### src/rtl/codec_cfg_sequencer_if.sv
`timescale 1ns/1ps
`default_nettype none
// ============================================================================
//  Module      : codec_cfg_sequencer_if
//  Description : Bus bundle between the codec configuration sequencer, its
//                table ROM/BRAM and the I2C master core.
//                  rom_addr   - table read address (sequencer -> ROM)
//                  rom_data   - {reg_addr[15:0], data[7:0]}, 1 cycle latency
//                  xfer_valid - write request to I2C master
//                  xfer_ready - I2C master accepts request on valid&ready
//                  xfer_dev   - 7-bit I2C device address
//                  xfer_data  - reg_hi, reg_lo, data (MSB first)
//                  xfer_done  - 1-cycle pulse, transaction finished
//                  xfer_nack  - qualified by xfer_done, 1 = NACK seen
//                Modport master = sequencer side, slave = ROM / I2C side.
//  Revision    : 1.0 - initial release
// ============================================================================
interface codec_cfg_sequencer_if #(
    parameter int TABLE_AW = 6
);
    logic [TABLE_AW-1:0] rom_addr;
    logic [23:0]         rom_data;
    logic                xfer_valid;
    logic                xfer_ready;
    logic [6:0]          xfer_dev;
    logic [23:0]         xfer_data;
    logic                xfer_done;
    logic                xfer_nack;

    modport master (
        output rom_addr,
        input  rom_data,
        output xfer_valid,
        input  xfer_ready,
        output xfer_dev,
        output xfer_data,
        input  xfer_done,
        input  xfer_nack
    );

    modport slave (
        input  rom_addr,
        output rom_data,
        input  xfer_valid,
        output xfer_ready,
        input  xfer_dev,
        input  xfer_data,
        output xfer_done,
        output xfer_nack
    );
endinterface
`default_nettype wire

### src/rtl/codec_cfg_sequencer.sv
`timescale 1ns/1ps
`default_nettype none
// ============================================================================
//  Module      : codec_cfg_sequencer
//  Description : Boot-time codec configuration controller. Walks a register
//                write table and issues each entry as a 3-byte I2C write,
//                with timed delay entries and per-entry NACK retry.
//  Ports       : clk, rst_n (synchronous, active low), start (rerun pulse),
//                bus (codec_cfg_sequencer_if.master: ROM + I2C master),
//                busy, done (sticky), error (sticky), err_index.
//  Revision    : 1.0 - initial release
// ============================================================================
module codec_cfg_sequencer #(
    parameter logic [6:0] DEV_ADDR    = 7'h3B,
    parameter int         TABLE_AW    = 6,
    parameter int         TICK_CYCLES = 98304,
    parameter int         MAX_RETRY   = 3,
    parameter bit         AUTO_START  = 1'b1
) (
    input  wire logic                 clk,
    input  wire logic                 rst_n,
    input  wire logic                 start,
    codec_cfg_sequencer_if.master     bus,
    output logic                      busy,
    output logic                      done,
    output logic                      error,
    output logic [TABLE_AW-1:0]       err_index
);
    localparam int c_TICK_W  = (TICK_CYCLES > 1) ? $clog2(TICK_CYCLES) : 1;
    localparam int c_RETRY_W = (MAX_RETRY > 0) ? $clog2(MAX_RETRY + 1) : 1;

    localparam logic [c_TICK_W-1:0]  c_TICK_LAST = c_TICK_W'(TICK_CYCLES - 1);
    localparam logic [c_RETRY_W-1:0] c_RETRY_MAX = c_RETRY_W'(MAX_RETRY);
    localparam logic [TABLE_AW-1:0]  c_IDX_LAST  = {TABLE_AW{1'b1}};
    localparam logic [15:0]          c_REG_DELAY = 16'hFFFE;
    localparam logic [23:0]          c_ENTRY_END = 24'hFFFFFF;

    localparam logic [2:0] c_ST_IDLE   = 3'd0;
    localparam logic [2:0] c_ST_FETCH  = 3'd1;
    localparam logic [2:0] c_ST_DECODE = 3'd2;
    localparam logic [2:0] c_ST_ISSUE  = 3'd3;
    localparam logic [2:0] c_ST_WAIT   = 3'd4;
    localparam logic [2:0] c_ST_DELAY  = 3'd5;
    localparam logic [2:0] c_ST_DONE   = 3'd6;
    localparam logic [2:0] c_ST_ERROR  = 3'd7;

    logic [2:0]           r_state;
    logic [2:0]           w_next;
    logic [TABLE_AW-1:0]  r_idx;
    logic [c_RETRY_W-1:0] r_retry;
    logic [7:0]           r_count;
    logic [c_TICK_W-1:0]  r_tick;
    logic [23:0]          r_xfer_data;
    logic                 r_done;
    logic                 r_error;
    logic [TABLE_AW-1:0]  r_err_index;
    logic                 r_boot;

    logic w_is_end;
    logic w_is_delay;
    logic w_last;
    logic w_delay_fin;

    assign w_is_end   = (bus.rom_data == c_ENTRY_END);
    assign w_is_delay = (bus.rom_data[23:8] == c_REG_DELAY);
    // Last table slot: a completed entry here overruns the table.
    assign w_last     = (r_idx == c_IDX_LAST);
    // Finish either on an already-zero count, or on the final tick of the
    // last millisecond, so N ms costs exactly N*TICK_CYCLES cycles.
    assign w_delay_fin = (r_count == 8'd0) ||
                         ((r_count == 8'd1) && (r_tick == c_TICK_LAST));

    // State register
    always_ff @(posedge clk) begin
        if (!rst_n) begin
            r_state <= c_ST_IDLE;
        end else begin
            r_state <= w_next;
        end
    end

    // Next-state logic
    always_comb begin
        w_next = r_state;
        case (r_state)
            c_ST_IDLE: begin
                if (start || (AUTO_START && r_boot)) begin
                    w_next = c_ST_FETCH;
                end
            end
            c_ST_FETCH: begin
                w_next = c_ST_DECODE;
            end
            c_ST_DECODE: begin
                if (w_is_end) begin
                    w_next = c_ST_DONE;
                end else if (w_is_delay) begin
                    w_next = c_ST_DELAY;
                end else begin
                    w_next = c_ST_ISSUE;
                end
            end
            c_ST_ISSUE: begin
                if (bus.xfer_ready) begin
                    w_next = c_ST_WAIT;
                end
            end
            c_ST_WAIT: begin
                if (bus.xfer_done) begin
                    if (!bus.xfer_nack) begin
                        w_next = w_last ? c_ST_ERROR : c_ST_FETCH;
                    end else if (r_retry == c_RETRY_MAX) begin
                        w_next = c_ST_ERROR;
                    end else begin
                        w_next = c_ST_ISSUE;
                    end
                end
            end
            c_ST_DELAY: begin
                if (w_delay_fin) begin
                    w_next = w_last ? c_ST_ERROR : c_ST_FETCH;
                end
            end
            c_ST_DONE:  w_next = c_ST_IDLE;
            c_ST_ERROR: w_next = c_ST_IDLE;
            default:    w_next = c_ST_IDLE;
        endcase
    end

    // Datapath: table index, retry/delay counters, latched entry, status
    always_ff @(posedge clk) begin
        if (!rst_n) begin
            r_idx       <= '0;
            r_retry     <= '0;
            r_count     <= 8'd0;
            r_tick      <= '0;
            r_xfer_data <= 24'd0;
            r_done      <= 1'b0;
            r_error     <= 1'b0;
            r_err_index <= '0;
            r_boot      <= 1'b1;
        end else begin
            // Auto-start window is only the first cycle after reset.
            r_boot <= 1'b0;
            case (r_state)
                c_ST_IDLE: begin
                    if (w_next == c_ST_FETCH) begin
                        r_idx       <= '0;
                        r_done      <= 1'b0;
                        r_error     <= 1'b0;
                        r_err_index <= '0;
                    end
                end
                c_ST_DECODE: begin
                    if (w_is_delay && !w_is_end) begin
                        r_count <= bus.rom_data[7:0];
                        r_tick  <= '0;
                    end else if (!w_is_end) begin
                        r_xfer_data <= bus.rom_data;
                        r_retry     <= '0;
                    end
                end
                c_ST_WAIT: begin
                    if (bus.xfer_done) begin
                        if (!bus.xfer_nack) begin
                            if (!w_last) begin
                                r_idx <= r_idx + TABLE_AW'(1);
                            end
                        end else if (r_retry != c_RETRY_MAX) begin
                            r_retry <= r_retry + c_RETRY_W'(1);
                        end
                    end
                end
                c_ST_DELAY: begin
                    if (w_delay_fin) begin
                        if (!w_last) begin
                            r_idx <= r_idx + TABLE_AW'(1);
                        end
                    end else if (r_tick == c_TICK_LAST) begin
                        r_tick  <= '0;
                        r_count <= r_count - 8'd1;
                    end else begin
                        r_tick <= r_tick + c_TICK_W'(1);
                    end
                end
                c_ST_DONE: begin
                    r_done <= 1'b1;
                end
                c_ST_ERROR: begin
                    r_error     <= 1'b1;
                    r_err_index <= r_idx;
                end
                default: begin
                end
            endcase
        end
    end

    // Outputs
    always_comb begin
        bus.rom_addr   = r_idx;
        bus.xfer_valid = (r_state == c_ST_ISSUE);
        bus.xfer_dev   = DEV_ADDR;
        bus.xfer_data  = r_xfer_data;
        busy           = (r_state != c_ST_IDLE);
        done           = r_done;
        error          = r_error;
        err_index      = r_err_index;
    end
endmodule
`default_nettype wire

### src/flat_wrapper.sv
// flat-port wrapper written by rule: the top's interface ports become plain ports
module codec_cfg_sequencer_flat 
#(
    parameter logic [6:0] DEV_ADDR    = 7'h3B,
    parameter int         TABLE_AW    = 6,
    parameter int         TICK_CYCLES = 98304,
    parameter int         MAX_RETRY   = 3,
    parameter bit         AUTO_START  = 1'b1
)
  (clk, rst_n, start, busy, done, error, err_index, bus_rom_addr, bus_rom_data, bus_xfer_valid, bus_xfer_ready, bus_xfer_dev, bus_xfer_data, bus_xfer_done, bus_xfer_nack);
  codec_cfg_sequencer_if #(.TABLE_AW(TABLE_AW)) bus_i ();
  input  wire logic clk;
  input  wire logic rst_n;
  input  wire logic start;
  output logic busy;
  output logic done;
  output logic error;
  output logic [TABLE_AW-1:0] err_index;
  output wire logic [$bits(bus_i.rom_addr)-1:0] bus_rom_addr;
  input wire logic [$bits(bus_i.rom_data)-1:0] bus_rom_data;
  output wire logic [$bits(bus_i.xfer_valid)-1:0] bus_xfer_valid;
  input wire logic [$bits(bus_i.xfer_ready)-1:0] bus_xfer_ready;
  output wire logic [$bits(bus_i.xfer_dev)-1:0] bus_xfer_dev;
  output wire logic [$bits(bus_i.xfer_data)-1:0] bus_xfer_data;
  input wire logic [$bits(bus_i.xfer_done)-1:0] bus_xfer_done;
  input wire logic [$bits(bus_i.xfer_nack)-1:0] bus_xfer_nack;
  assign bus_rom_addr = bus_i.rom_addr;
  assign bus_i.rom_data = bus_rom_data;
  assign bus_xfer_valid = bus_i.xfer_valid;
  assign bus_i.xfer_ready = bus_xfer_ready;
  assign bus_xfer_dev = bus_i.xfer_dev;
  assign bus_xfer_data = bus_i.xfer_data;
  assign bus_i.xfer_done = bus_xfer_done;
  assign bus_i.xfer_nack = bus_xfer_nack;
  codec_cfg_sequencer #(.DEV_ADDR(DEV_ADDR), .TABLE_AW(TABLE_AW), .TICK_CYCLES(TICK_CYCLES), .MAX_RETRY(MAX_RETRY), .AUTO_START(AUTO_START)) u_core (.clk(clk), .rst_n(rst_n), .start(start), .bus(bus_i), .busy(busy), .done(done), .error(error), .err_index(err_index));
endmodule
### config.mk
export PLATFORM = sky130hd
export DESIGN_NAME = codec_cfg_sequencer_flat
export DESIGN_NICKNAME = d
export VERILOG_FILES = /design/src/rtl/codec_cfg_sequencer_if.sv /design/src/rtl/codec_cfg_sequencer.sv /design/src/flat_wrapper.sv
export SDC_FILE = /design/constraint.sdc
export NUM_CORES = 1
export LEC_CHECK = 0
export CAP_MARGIN = 0
export CORE_MARGIN = 3
export CORE_UTILIZATION = 54
export DETAILED_ROUTE_END_ITERATION = 8
export MAX_ROUTING_LAYER = met4
export PLACE_DENSITY = 0.85
export SLEW_MARGIN = 20
export SYNTH_ARGS = -nofsm -noshare
export SYNTH_HDL_FRONTEND = slang
export SYNTH_SLANG_ARGS = --single-unit
### constraint.sdc
create_clock -name clk -period 3.75 [get_ports clk]
set_input_delay 0.75 -clock clk [delete_from_list [all_inputs] [get_ports clk]]
set_output_delay 0.75 -clock clk [all_outputs]
set_load 0.02 [all_outputs]
* Word-level counts from Yosys, hierarchy flattened
Index checks and enable logic that the tools add are counted.
** Storage, ports and cells
- Bits in registers :: 69
- Output and inout port bits :: 47
** Cells by class
- $add $sub $neg :: 4
- Equality and inequality tests :: 26
- Multiplexer cells :: 35
- Bitwise logic cells :: 2
- Reduce and logical (&&, ||, !) cells :: 21
** Operators by type and width (number)
- 17-bit 2-to-1 mux :: 3
- 17-bit one-hot mux with 2 select lines :: 1
- 6-bit 2-to-1 mux :: 5
- 3-bit 2-to-1 mux :: 9
- 24-bit equality test, second input constant :: 1
- 8-bit 2-to-1 mux :: 3
- 3-bit one-hot mux with 7 select lines :: 1
- 6-bit one-hot mux with 3 select lines :: 1
- 17-bit by 1-bit adder with 17-bit output, second input constant :: 1
- 17-bit equality test, second input constant :: 1
- 16-bit equality test, second input constant :: 1
- 8-bit one-hot mux with 2 select lines :: 1
- 2-bit inequality test, second input constant :: 7
- 3-bit equality test, second input constant :: 4
- 6-bit one-hot mux with 2 select lines :: 1
- 2-bit 2-to-1 mux :: 5
- 2-bit by 1-bit inequality test with 1-bit output, second input constant :: 5
- 8-bit by 1-bit equality test with 1-bit output, second input constant :: 1
- 8-bit logical NOT :: 1
- 2-bit nonzero test :: 4
- 8-bit by 1-bit subtractor with 8-bit output, second input constant :: 1
- 6-bit by 1-bit adder with 6-bit output, second input constant :: 1
- 3-bit by 1-bit equality test with 1-bit output, second input constant :: 2
- 3-bit by 2-bit equality test with 1-bit output, second input constant :: 2
- other kinds (18) :: 26

* Longest topological paths before layout
Gate-level depths: netlist (run 1).
- Depth in word-level cells :: 8
- Gate-level depth with buffers :: 10
- Depth with buffers taken out :: 9

* Worst setup path after synthesis (run 1)
Ideal clock, no wire load.
- Kind :: input-to-reg
- Start :: input port bus_rom_data[19]
- End :: register u_core.r_idx[2], in the netlist u_core.bus.rom_addr[2]
- Setup time :: 0.070 ns
- Arrival :: 2.569 ns
- Required time :: 3.680 ns
- Slack :: 1.111 ns
- Stages :: 8
- Buffers on the path :: 1
- Cells stage by stage :: nand4_1 nor4_2 nor2b_1 o211ai_1 a31o_2 clkbuf_1 or4_1 a21oi_1
** Between the ends
- Word-level cells in the longest chain between the ends :: 7
- Elaborated cells between the ends (all ways) :: 8
** Ends and longest elaborated chain
- start, declared :: RTL line flat_wrapper.sv:20 : input wire logic [$bits(bus_i.rom_data)-1:0] bus_rom_data;
- 16-bit equality test :: RTL line codec_cfg_sequencer.sv:65 : assign w_is_delay = (bus.rom_data[23:8] == c_REG_DELAY);
- 3-bit 2-to-1 mux :: RTL line codec_cfg_sequencer.sv:97 : end else if (w_is_delay) begin
- 3-bit 2-to-1 mux (*) :: RTL line codec_cfg_sequencer.sv:95 : if (w_is_end) begin
- 3-bit one-hot mux with 7 select lines (*) :: RTL line codec_cfg_sequencer.sv:85 : case (r_state)
- 3-bit by 1-bit equality test with 1-bit output (*) :: RTL line codec_cfg_sequencer.sv:147 : if (w_next == c_ST_FETCH) begin
- 2-bit by 1-bit inequality test with 1-bit output (no source line) (*)
- 5-bit AND reduction (no source line) (*)
- end signal, assigned :: RTL line codec_cfg_sequencer.sv:167 : r_idx <= r_idx + TABLE_AW'(1);
- end signal, assigned :: RTL line codec_cfg_sequencer.sv:177 : r_idx <= r_idx + TABLE_AW'(1);
- end, declared :: RTL line codec_cfg_sequencer.sv:49 : logic [TABLE_AW-1:0] r_idx;
Mark *: on every way between the ends. The rest lies on a longest branch, timed or not.
A chain may end at the register's enable or synchronous reset.

* Worst setup path after layout (run 1)
- Start :: input port bus_rom_data[15]
- End :: register u_core.r_idx[5], in the netlist u_core.bus.rom_addr[5]
The elaborated chain is that of the path after synthesis.

==> impl_table.tex, run 1 <==
\begin{tabular}{lr}
\hline
Metric & Value \\
\hline
\multicolumn{2}{l}{\textbf{Yosys}} \\
\quad Flops \& latches, synth & 69 \\
\quad Main flop type after synthesis & sky130\_fd\_sc\_hd\_\_dfxtp\_1 \\
\quad Number of synthesis warnings & 0 \\
\quad Count of distinct cell types in the synthesized netlist & 55 \\
\quad Fraction of synthesis flops using an asynchronous set or reset pin & 0\% \\
\quad Average footprint of a synthesized cell & 8.510 sq um \\
\quad Number of synthesized flops with an enable pin & 0 \\
\quad Combined area of all synthesized cells & 0.003302 sq mm \\
\quad Post-synthesis sequential area ratio & 41.83\% \\
\quad Synthesized instance count & 388 \\
\multicolumn{2}{l}{\textbf{Critical path}} \\
\quad Cell at the slowest stage of the critical path & sky130\_fd\_sc\_hd\_\_or4\_1 \\
\quad Required time of the critical path & 4.02 ns \\
\quad Depth of the worst register-to-register path & 9 \\
\quad Cell class contributing the biggest share of worst-path delay & simple AND/OR/NAND/NOR gates \\
\quad Critical path fanouts, max & 13 \\
\quad Cell-by-cell listing of the critical path & clkdlybuf4s50\_1, nand4\_1, nor4\_2, buf\_4, nor2b\_1, o211ai\_1, a31o\_2, or4\_1, a21oi\_1 \\
\quad Crit path arrival time & 3.14 ns \\
\quad Worst path buffer plus inverter count & 2 \\
\quad Startpoint class of the critical path & primary input \\
\quad Crit path kind & primary input to flop \\
\quad Category of the worst setup path capture point & flop \\
\quad Largest stage delay, worst path & 0.51 ns \\
\quad Total number of cells along the worst setup path & 9 \\
\multicolumn{2}{l}{\textbf{Layout}} \\
\quad Relative area change from synthesis to final layout & 26.34\% \\
\quad Post-route non-filler standard cell count & 528 \\
\quad Fraction of layout instances using a drive strength above 1 & 6.140\% \\
\quad Nets & 487 \\
\quad Number of inserted diodes & 0 \\
\quad Final instance area & 0.004172 sq mm \\
\quad Final cell utilization of the core & 73.07\% \\
\multicolumn{2}{l}{\textbf{Clocking}} \\
\quad Post-cts resize count & 0 \\
\quad Clock Path Buffers & 2 \\
\quad Inserted Clock Buffers & 9 \\
\quad TritonCTS clock tree & done \\
\quad Clock Sinks & 69 \\
\quad Setup bufs post-CTS & 0 \\
\quad Number of H-tree levels & 3 \\
\quad Latest clock arrival within the worst-skew pair & 0.34 ns \\
\quad Root buf cell & sky130\_fd\_sc\_hd\_\_clkbuf\_8 \\
\quad Post-CTS clock slew at the launch and capture registers of the worst setup and hold paths & 0.07 ns \\
\quad \# hold bufs at CTS & 0 \\
\multicolumn{2}{l}{\textbf{Global routing}} \\
\quad Met1 layer usage reported by global route & 28.46\% \\
\quad Wire length of the first global-routing pass & 13270 um \\
\quad Initial antenna violation count & 0 \\
\quad Met2 track utilization from global routing & 38.38\% \\
\quad Met3 Track Usage GR & 7.066\% \\
\quad Vias in the first global route & 2843 \\
\quad Maximum number of pins on one net before global-route repair & 46 \\
\quad GRT busiest layer & met2 \\
\quad Total overflow reported by the global router & 0 \\
\quad Total track usage & 23.80\% \\
\multicolumn{2}{l}{\textbf{Pwr}} \\
\quad Share of power burned in combinational logic & 11.3\% \\
\quad Power density relative to cell area & 351.1 mW/mm\^{}2 \\
\quad Total chip power & 1.464 mW \\
\quad Power spent charging and discharging nets & 0.3548 mW \\
\quad Pleak & 1.425 nW \\
\quad Worst IR drop on VDD & 282.8 uV \\
\quad Share of total power consumed by net switching & 24.23\% \\
\quad Internal power & 1.110 mW \\
\quad Clk pwr share & 37.2\% \\
\quad Sequential share of power & 51.5\% \\
\multicolumn{2}{l}{\textbf{Detailed routing}} \\
\quad Initial DRC count & 146 \\
\quad Routed len/inst & 15.16 um \\
\quad DR vias/cell & 5.761 \\
\quad Wirelength, routed & 8005 um \\
\quad Pre-antenna DRT Iters & 4 \\
\quad Post-route ant nets & 0 \\
\quad Routed via count & 3042 \\
\quad Residual DRC & 0 \\
\multicolumn{2}{l}{\textbf{Die}} \\
\quad Initial standard-cell utilization of the core & 57.83\% \\
\quad Die span in x & 84.20 um \\
\quad Total die area & 0.007089 sq mm \\
\quad Std-Cell Core Area & 0.005709 sq mm \\
\quad Number of ports placed on the die boundary & 77 \\
\quad Height of the die & 84.20 um \\
\quad Rows & 27 \\
\multicolumn{2}{l}{\textbf{Place}} \\
\quad Placed cell area & 0.003994 sq mm \\
\quad Number of I/O port buffers & 69 \\
\quad Post-placement cell count & 513 \\
\quad Weighted congestion at the end of routability-driven global placement & 0.8470 \\
\quad Post-detail-place hpwl & 5753 um \\
\multicolumn{2}{l}{\textbf{Outcome}} \\
\quad Status & finished clean \\
\multicolumn{2}{l}{\textbf{Min path}} \\
\quad WHS Path Cells & 2 \\
\quad Worst min path class & flop to flop \\
\multicolumn{2}{l}{\textbf{STA}} \\
\quad Achievable clock frequency & 349.1 MHz \\
\quad Period utilisation layout & 76.38\% \\
\quad Setup total negative slack & 0 ns \\
\quad Least-Margin Pin Slew & 0.7552 ns \\
\quad Number of max-slew violations in the final report & 0 \\
\quad Final setup vio count & 0 \\
\quad Setup repair after global routing missed its margin & no \\
\quad Final number of hold-violating endpoints & 0 \\
\quad Final setup skew & 0.005940 ns \\
\quad Relative max-transition margin & 49.54\% \\
\quad Shortest clock period the worst path allows after layout & 2.864 ns \\
\multicolumn{2}{l}{\textbf{Flow run}} \\
\quad Max Cap Violations & 0 \\
\hline
\end{tabular}
[final cells by class]
class	instances	area (sq um)
Inverter	8	30.03
Clock inverter	1	5.005
Tap cell	72	90.09
Clock buffer	14	172.7
Timing Repair Buffer	73	720.7
Sequential cell	69	1381
Fill cell	442	1538
Multi-Input combinational cell	291	1772
[kinds of logic (layout without fill, tap and decap cells)]
kind of cell,count (synthesis),in the layout,synth area share (%)
and+or+nand+nor,167,167,25.43
AOI/OAI and AO/OA,73,73,14.17
DFF,69,69,41.83
buffers and inverters,33,96,5.191
muxes,24,24,7.275
xor gates and xnor gates,15,15,3.979
adders and majority gates,5,5,1.895
other,2,7,0.2274
[Yosys cell counts (3+ instances only)]
cell type / number / area (sq um)
sky130_fd_sc_hd__buf_2: 5 / 25.02
sky130_fd_sc_hd__o21a_1: 3 / 22.52
sky130_fd_sc_hd__a22oi_1: 8 / 60.06
sky130_fd_sc_hd__nand2_1: 27 / 101.4
sky130_fd_sc_hd__nor2_1: 69 / 259.0
sky130_fd_sc_hd__nor4_2: 3 / 37.54
sky130_fd_sc_hd__clkbuf_1: 11 / 41.29
sky130_fd_sc_hd__o21ai_0: 9 / 45.04
sky130_fd_sc_hd__nand4_1: 12 / 75.07
sky130_fd_sc_hd__nor3b_1: 4 / 30.03
sky130_fd_sc_hd__buf_4: 7 / 52.55
sky130_fd_sc_hd__a21oi_1: 24 / 120.1
sky130_fd_sc_hd__or4_1: 5 / 37.54
sky130_fd_sc_hd__nor2b_1: 4 / 25.02
sky130_fd_sc_hd__ha_1: 5 / 62.56
sky130_fd_sc_hd__or3_1: 4 / 25.02
sky130_fd_sc_hd__dfxtp_1: 69 / 1381
sky130_fd_sc_hd__nand3_1: 9 / 45.04
sky130_fd_sc_hd__nor3_1: 8 / 40.04
sky130_fd_sc_hd__o31ai_1: 6 / 45.04
sky130_fd_sc_hd__inv_1: 7 / 26.28
sky130_fd_sc_hd__a31oi_1: 3 / 18.77
sky130_fd_sc_hd__and2_1: 4 / 25.02
sky130_fd_sc_hd__mux2i_1: 24 / 240.2
sky130_fd_sc_hd__nor4_1: 5 / 31.28
sky130_fd_sc_hd__xor2_1: 5 / 43.79
sky130_fd_sc_hd__xnor2_1: 10 / 87.58
[metrics by stage]
| stage | hold slack, ns | worst slack (ns) |
|---|---|---|
| global placement | 0.4425 | 0.6231 |
| global route | 0.5074 | 0.7912 |
| floorplan | 0.4355 | 1.111 |
| finish | 0.4692 | 0.8858 |
| detailed placement | 0.4626 | 0.5551 |
| CTS | 0.4724 | 0.9185 |
[state kept, by name, summed over array words and instances (netlist names)]
register,flops
u_core.r_tick,17
u_core.r_retry,2
u_core.r_state,3
u_core.r_count,8
u_core.bus.xfer_data,24
u_core.r_boot,1
u_core.bus.rom_addr,6
u_core.error,1
u_core.done,1
u_core.err_index,6
[worst paths after layout]
path,startpoint,end,slack [ns]
worst max-delay path,bus_rom_data[15],u_core.bus.rom_addr[5],0.89
worst min-delay path,u_core.r_retry[1],u_core.r_retry[1],0.47
worst max register to register,u_core.r_count[0],u_core.r_tick[3],1.07
worst min register to register,u_core.r_retry[1],u_core.r_retry[1],0.47
[power groups by stage]
stage / Sequential, mW / Combinational, mW / Clock [mW]
after global placement: 0.770 / 0.161 / 0
after detailed placement: 0.771 / 0.164 / 0
after global routing: 0.756 / 0.177 / 0.593
after CTS: 0.754 / 0.164 / 0.562
after floorplan: 0.777 / 0.0949 / 0
final: 0.755 / 0.165 / 0.545
[routing by layer]
layer	part of all wire, %	routed length [um]	vias to the layer above
li1	-	-	1497
met1	44	3490	1424
met2	48	3879	104
met3	5.9	471	17
met4	2.1	165	0
met5	0	0	-
[worst min-delay path, delay by kind of cell (launching register included)]
kind,cells,cell delay [ns]
flip-flops,1,0.32
AND/OR/NAND/NOR,1,0.06
AO/OA/AOI/OAI,1,0.05
[placed cells by master, fill, tap and decap left out, types with 9 or more instances in the layout]
cell type / synthesis / layout
sky130_fd_sc_hd__nand4_1: 12 / 12
sky130_fd_sc_hd__a21oi_1: 24 / 23
sky130_fd_sc_hd__nand2_1: 27 / 27
sky130_fd_sc_hd__xnor2_1: 10 / 10
sky130_fd_sc_hd__nand3_1: 9 / 9
sky130_fd_sc_hd__clkdlybuf4s50_1: 0 / 69
sky130_fd_sc_hd__mux2i_1: 24 / 24
sky130_fd_sc_hd__o21ai_0: 9 / 9
sky130_fd_sc_hd__clkbuf_8: 0 / 12
sky130_fd_sc_hd__dfxtp_1: 69 / 69
sky130_fd_sc_hd__nor2_1: 69 / 69
(Power assumes the default switching activity.)
==> inputs of run 2 (changes only) <==
--- a/config.mk
+++ b/config.mk
@@ -7,10 +7,10 @@
 export LEC_CHECK = 0
 export CAP_MARGIN = 0
 export CORE_MARGIN = 3
-export CORE_UTILIZATION = 54
+export CORE_UTILIZATION = 45
 export DETAILED_ROUTE_END_ITERATION = 8
 export MAX_ROUTING_LAYER = met4
-export PLACE_DENSITY = 0.85
+export PLACE_DENSITY = 0.76
 export SLEW_MARGIN = 20
 export SYNTH_ARGS = -nofsm -noshare
 export SYNTH_HDL_FRONTEND = slang
==> constraint.sdc (replaced) <==
create_clock -name clk -period 2.3 [get_ports clk]
set_input_delay 0.46 -clock clk [delete_from_list [all_inputs] [get_ports clk]]
set_output_delay 0.46 -clock clk [all_outputs]
set_load 0.02 [all_outputs]
==> run 2 against run 1 <==
The flow now finishes with violations (setup timing); wire length is 24% higher; combinational power is 130% higher; flip-flop and latch count stayed put; cell count is 20% higher; hold slack worse by 0.079 ns; sequential power is 63% higher; largest cell class unchanged.
==> impl_table.tex, run 2 (synthesis results as in run 1) <==
\begin{tabular}{lr}
\hline
Metric & Value \\
\hline
\multicolumn{2}{l}{\textbf{Global routing}} \\
\quad Vias in the first global route & 3482 \\
\quad Maximum number of pins on one net before global-route repair & 33 \\
\quad Total track usage & 24.40\% \\
\quad Initial antenna violation count & 0 \\
\quad Wire length of the first global-routing pass & 16070 um \\
\quad Total overflow reported by the global router & 0 \\
\multicolumn{2}{l}{\textbf{Min path}} \\
\quad Worst min path class & primary input to flop \\
\quad WHS Path Cells & 3 \\
\multicolumn{2}{l}{\textbf{Clocking}} \\
\quad \# hold bufs at CTS & 0 \\
\quad Root buf cell & sky130\_fd\_sc\_hd\_\_clkbuf\_8 \\
\quad Clock Sinks & 69 \\
\quad Clock Path Buffers & 2 \\
\quad Latest clock arrival within the worst-skew pair & 0.35 ns \\
\quad Inserted Clock Buffers & 9 \\
\quad TritonCTS clock tree & done \\
\quad Number of H-tree levels & 3 \\
\quad Post-CTS clock slew at the launch and capture registers of the worst setup and hold paths & 0.08 ns \\
\multicolumn{2}{l}{\textbf{Layout}} \\
\quad Most frequent cells in the layout & sky130\_fd\_sc\_hd\_\_buf\_4, sky130\_fd\_sc\_hd\_\_nor2\_1, sky130\_fd\_sc\_hd\_\_dfxtp\_1 \\
\quad Post-route non-filler standard cell count & 631 \\
\quad Nets & 565 \\
\quad Relative area change from synthesis to final layout & 53.09\% \\
\quad Final instance area & 0.005055 sq mm \\
\quad Fraction of layout instances using a drive strength above 1 & 26.17\% \\
\quad Number of fillers in the final layout & 507 \\
\quad Leading cell type in the layout, fill and taps excluded & sky130\_fd\_sc\_hd\_\_buf\_4 \\
\quad Number of inserted diodes & 0 \\
\quad Largest register FFs & 24 \\
\multicolumn{2}{l}{\textbf{STA}} \\
\quad Setup repair after global routing missed its margin & yes \\
\quad Period utilisation layout & 102.1\% \\
\quad Relative max-transition margin & 48.86\% \\
\quad Achievable clock frequency & 425.7 MHz \\
\quad Final setup vio count & 3 \\
\quad Least-Margin Pin Slew & 0.7601 ns \\
\quad Shortest clock period the worst path allows after layout & 2.349 ns \\
\quad Final setup skew & 0.007950 ns \\
\quad Final number of hold-violating endpoints & 0 \\
\quad Final WS setup & -0.04935 ns \\
\quad Number of max-slew violations in the final report & 0 \\
\multicolumn{2}{l}{\textbf{Critical path}} \\
\quad Startpoint class of the critical path & primary input \\
\quad Total number of cells along the worst setup path & 9 \\
\quad Cell class contributing the biggest share of worst-path delay & simple AND/OR/NAND/NOR gates \\
\quad Critical path fanouts, max & 6 \\
\quad Crit path kind & primary input to flop \\
\quad Required time of the critical path & 2.58 ns \\
\quad Category of the worst setup path capture point & flop \\
\quad Largest stage delay, worst path & 0.55 ns \\
\quad Depth of the worst register-to-register path & 7 \\
\quad Cell-by-cell listing of the critical path & clkdlybuf4s50\_1, nand4\_1, nor4\_4, buf\_4, a21oi\_2, o32ai\_2, or3\_4, or4\_1, a21oi\_1 \\
\quad Crit path arrival time & 2.63 ns \\
\quad Worst path buffer plus inverter count & 2 \\
\quad Cell at the slowest stage of the critical path & sky130\_fd\_sc\_hd\_\_or4\_1 \\
\multicolumn{2}{l}{\textbf{Place}} \\
\quad Weighted congestion at the end of routability-driven global placement & 0.8199 \\
\quad Worst setup slack before clock tree synthesis & -0.4230 ns \\
\quad Number of I/O port buffers & 69 \\
\quad Post-detail-place hpwl & 6716 um \\
\quad Post-placement cell count & 600 \\
\quad Placed cell area & 0.004551 sq mm \\
\multicolumn{2}{l}{\textbf{Outcome}} \\
\quad Violations in the final reports & setup timing \\
\quad Status & finished with violations \\
\multicolumn{2}{l}{\textbf{Die}} \\
\quad Number of ports placed on the die boundary & 77 \\
\quad Initial standard-cell utilization of the core & 47.55\% \\
\quad Std-Cell Core Area & 0.006944 sq mm \\
\quad Rows & 30 \\
\quad Total die area & 0.008402 sq mm \\
\quad Height of the die & 91.66 um \\
\quad Die span in x & 91.66 um \\
\multicolumn{2}{l}{\textbf{Detailed routing}} \\
\quad Post-route ant nets & 0 \\
\quad Residual DRC & 0 \\
\quad Wirelength, routed & 9913 um \\
\quad Routed len/inst & 15.71 um \\
\quad Initial DRC count & 143 \\
\quad DR vias/cell & 5.429 \\
\quad Routed via count & 3426 \\
\quad Pre-antenna DRT Iters & 5 \\
\multicolumn{2}{l}{\textbf{Pwr}} \\
\quad Pleak & 2.006 nW \\
\quad Power density relative to cell area & 526.9 mW/mm\^{}2 \\
\quad Worst IR drop on VDD & 418.9 uV \\
\multicolumn{2}{l}{\textbf{Flow run}} \\
\quad Max Cap Violations & 0 \\
\hline
\end{tabular}
[run 2: metal layers]
metal	global-route usage, %	share of wire (%)	vias to the layer above
met1	27.62	42	1624
met5	-	0	-
met4	11.18	2.8	0
li1	-	-	1658
met3	4.922	4.9	30
met2	41.45	51	114
[run 2: layout make-up]
cell class,count,area [sq um],area share [%]
Inverter,8,30.03,0.5941
Sequential cell,69,1395,27.60
Clock inverter,5,75.07,1.485
Tap cell,96,120.1,2.376
Timing Repair Buffer,150,1358,26.86
Clock buffer,11,131.4,2.599
Multi-Input combinational cell,292,1946,38.49
[run 2: tightest hold or removal path: cells and delay by family]
| family | cells | cell delay [ns] |
|---|---|---|
| simple gates | 1 | 0.07 |
| buf+inv | 1 | 0.10 |
| mux | 1 | 0.07 |
[run 2: what timing repair did]
| item | CTS | global route |
|---|---|---|
| resized for setup | 20 | 38 |
| setup buffers | 10 | 4 |
| endpoints found under the setup margin | 14 | 28 |
| cloned | 1 | 0 |
| pin swaps | 22 | 21 |
[run 2: worst paths after layout]
path                     startpoint                       end  slack, ns
hold reg to reg   u_core.r_retry[1]         u_core.r_retry[1]       0.46
setup / recovery    bus_rom_data[9]    u_core.bus.rom_addr[3]      -0.05
hold / removal     bus_rom_data[18]  u_core.bus.xfer_data[18]       0.39
setup reg to reg  u_core.r_tick[13]    u_core.bus.rom_addr[3]      -0.05
[run 2: power breakdown]
part / internal, mW / switching (mW) / total, mW
Sequential: 1.21 / 0.0133 / 1.23
Combinational: 0.193 / 0.183 / 0.376
Clock: 0.606 / 0.456 / 1.06
Total: 2.01 / 0.652 / 2.66
[run 2: stage by stage]
stage	power, mW	TNS (ns)	hold slack, ns	utilization, %
6_report	2.663	-0.09332	0.3906	72.79
5_1_grt	2.753	-0.3136	0.4240	72.79
3_5_place_dp	1.589	-8.922	0.4524	65.53
2_1_floorplan	1.423	0	0.4355	-
3_3_place_gp	1.581	-7.389	0.4476	65.53
4_1_cts	2.646	-0.07697	0.4661	70.31
==> edit: new RTL, config.mk and constraints of run 1 <==
`AUTO_START` is set to 1'b1 in 2 places; all go to 1'b0.
--- a/src/rtl/codec_cfg_sequencer.sv
+++ b/src/rtl/codec_cfg_sequencer.sv
@@ -15,7 +15,7 @@
     parameter int         TABLE_AW    = 6,
     parameter int         TICK_CYCLES = 98304,
     parameter int         MAX_RETRY   = 3,
-    parameter bit         AUTO_START  = 1'b1
+    parameter bit         AUTO_START  = 1'b0
 ) (
     input  wire logic                 clk,
     input  wire logic                 rst_n,
--- a/src/flat_wrapper.sv
+++ b/src/flat_wrapper.sv
@@ -5,7 +5,7 @@
     parameter int         TABLE_AW    = 6,
     parameter int         TICK_CYCLES = 98304,
     parameter int         MAX_RETRY   = 3,
-    parameter bit         AUTO_START  = 1'b1
+    parameter bit         AUTO_START  = 1'b0
 )
   (clk, rst_n, start, busy, done, error, err_index, bus_rom_addr, bus_rom_data, bus_xfer_valid, bus_xfer_ready, bus_xfer_dev, bus_xfer_data, bus_xfer_done, bus_xfer_nack);
   codec_cfg_sequencer_if #(.TABLE_AW(TABLE_AW)) bus_i ();
Behaviour: not the same (a bounded check fails within 4 cycles, from zero or initial values and one cycle with rst_n low).
==> edit against run 1 <==
Highest routed layer unchanged. Synthesized area grew 6.0%. Wire length grew 6.8%. Worst setup slack lost 330 ps. Maximum frequency shrank 10%. Synthesized cell count grew 3.6%. Cell area grew 6.4%. Total power grew 5.0%. Largest cell class unchanged. Sequential cell count shrank 1.
==> edit: results (changes against run 1) <==
ROUTE
------------------------------------------------------------------------------
Routed met2 length ..............................................      4.07 mm   was 3.88 mm
Wire per inst ...................................................      15.6 um   was 15.2 um
Routed length on met3 ...........................................       501 um   was 471 um
M1 wire length ..................................................      3.81 mm   was 3.49 mm
DRT iter0 DRCs ..................................................          161   was 146

SETUP PATH
------------------------------------------------------------------------------
Arr. time, crit path ............................................      3470 ps   was 3140 ps
Maximum cell stage delay along the critical path ................       580 ps   was 510 ps
Crit-path max FO ................................................            8   was 13

LOGIC SYNTHESIS
------------------------------------------------------------------------------
Synthesized-area fraction occupied by xor and xnor cells ........        3.50%   was 3.98%
Synthesized-area fraction occupied by ao, oa, aoi and oai cells .        14.7%   was 14.2%
Adder-cell share of the synthesized area ........................        1.79%   was 1.89%
Sequential area share after synthesis ...........................        38.9%   was 41.8%

GLOBAL ROUTE
------------------------------------------------------------------------------
Global-route wire length before repair ..........................      14.7 mm   was 13.3 mm
Largest net degree at the start of global routing ...............           32   was 46
Total routing resource utilization after global routing .........        25.4%   was 23.8%
Vias in the first global route ..................................         3103   was 2843

PLACEMENT
------------------------------------------------------------------------------
GPL Wtd Cong ....................................................        0.904   was 0.847
Post-Place Setup Slack ..........................................       235 ps   was 555 ps
HPWL reported at the end of detailed placement ..................      6.09 mm   was 5.75 mm

OUTCOME
------------------------------------------------------------------------------
Status .......................................................... finished, final reports clean   unchanged

POWER
------------------------------------------------------------------------------
Power in combinational cells ....................................     0.122 mW   was 0.165 mW

MIN PATH
------------------------------------------------------------------------------
Hold path startpoint ............................................ u_core.bus.rom_addr[5]$_SDFFE_PN0P_   was u_core.r_retry[1]$_SDFFE_PN0P_

FINISH
------------------------------------------------------------------------------
Number of fill cells ............................................          458   was 442
Final #Nets .....................................................          502   was 487

TIMING
------------------------------------------------------------------------------
Worst slew slack as a fraction of its limit .....................        52.3%   was 49.5%
Worst clock skew ................................................      9.73 ps   was 5.94 ps
Worst slack on hold paths .......................................       511 ps   was 469 ps

CLOCKING
------------------------------------------------------------------------------
Clock insertion delay at the later pin of the skew report .......       360 ps   was 340 ps

==> edit: cell types whose count changed after synthesis, moves of 6 or more <==
cell,run 1,this run
sky130_fd_sc_hd__a211oi_1,0,8
sky130_fd_sc_hd__a21boi_0,0,6
sky130_fd_sc_hd__a21oi_1,24,12
sky130_fd_sc_hd__nor2_1,69,38
sky130_fd_sc_hd__nor2b_1,4,36
==> edit: worst paths after layout <==
| kind | cells past startpoint | to |
|---|---|---|
| setup / recovery | 7 | u_core.r_tick[10]$_SDFFE_PN0P_ |
| hold reg to reg | 2 | u_core.bus.rom_addr[5]$_SDFFE_PN0P_ |
| hold / removal | 2 | u_core.bus.rom_addr[5]$_SDFFE_PN0P_ |
| setup reg to reg | 6 | u_core.bus.rom_addr[1]$_SDFFE_PN0P_ |
==> edit: area by class of cell <==
| cell class | instances | area, um^2 | share of cell area [%] |
|---|---|---|---|
| Multi-Input combinational cell | 302 | 1980 | 44.6 |
| Sequential cell | 68 | 1360 | 30.7 |
| Timing Repair Buffer | 75 | 736 | 16.6 |
| Clock buffer | 10 | 138 | 3.10 |
| Tap cell | 75 | 93.8 | 2.11 |
| Clock inverter | 6 | 87.6 | 1.97 |
| Inverter | 11 | 41.3 | 0.930 |
==> edit: tightest hold or removal path: cells and delay by family (launching register included) <==
family / cells / cell delay [ps]
flip-flops: 1 / 350
multiplexers: 1 / 50
AND/OR/NAND/NOR: 1 / 70
==> edit: per-stage QoR <==
step / area [um^2] / util, %
final: 4440 / 72.8
after global routing: 4440 / 72.8
after CTS: 4440 / 72.8
after detailed placement: 4210 / 69.1
after global placement: 4210 / 69.1
after floorplan: 3520 / -
==> edit: per-layer routing <==
metal  global-route usage (%)  up-vias
met1                     30.7     1451
met4                     10.6        0
met3                     7.22       17
met5                        -        -
met2                     39.8       96
li1                         -     1553
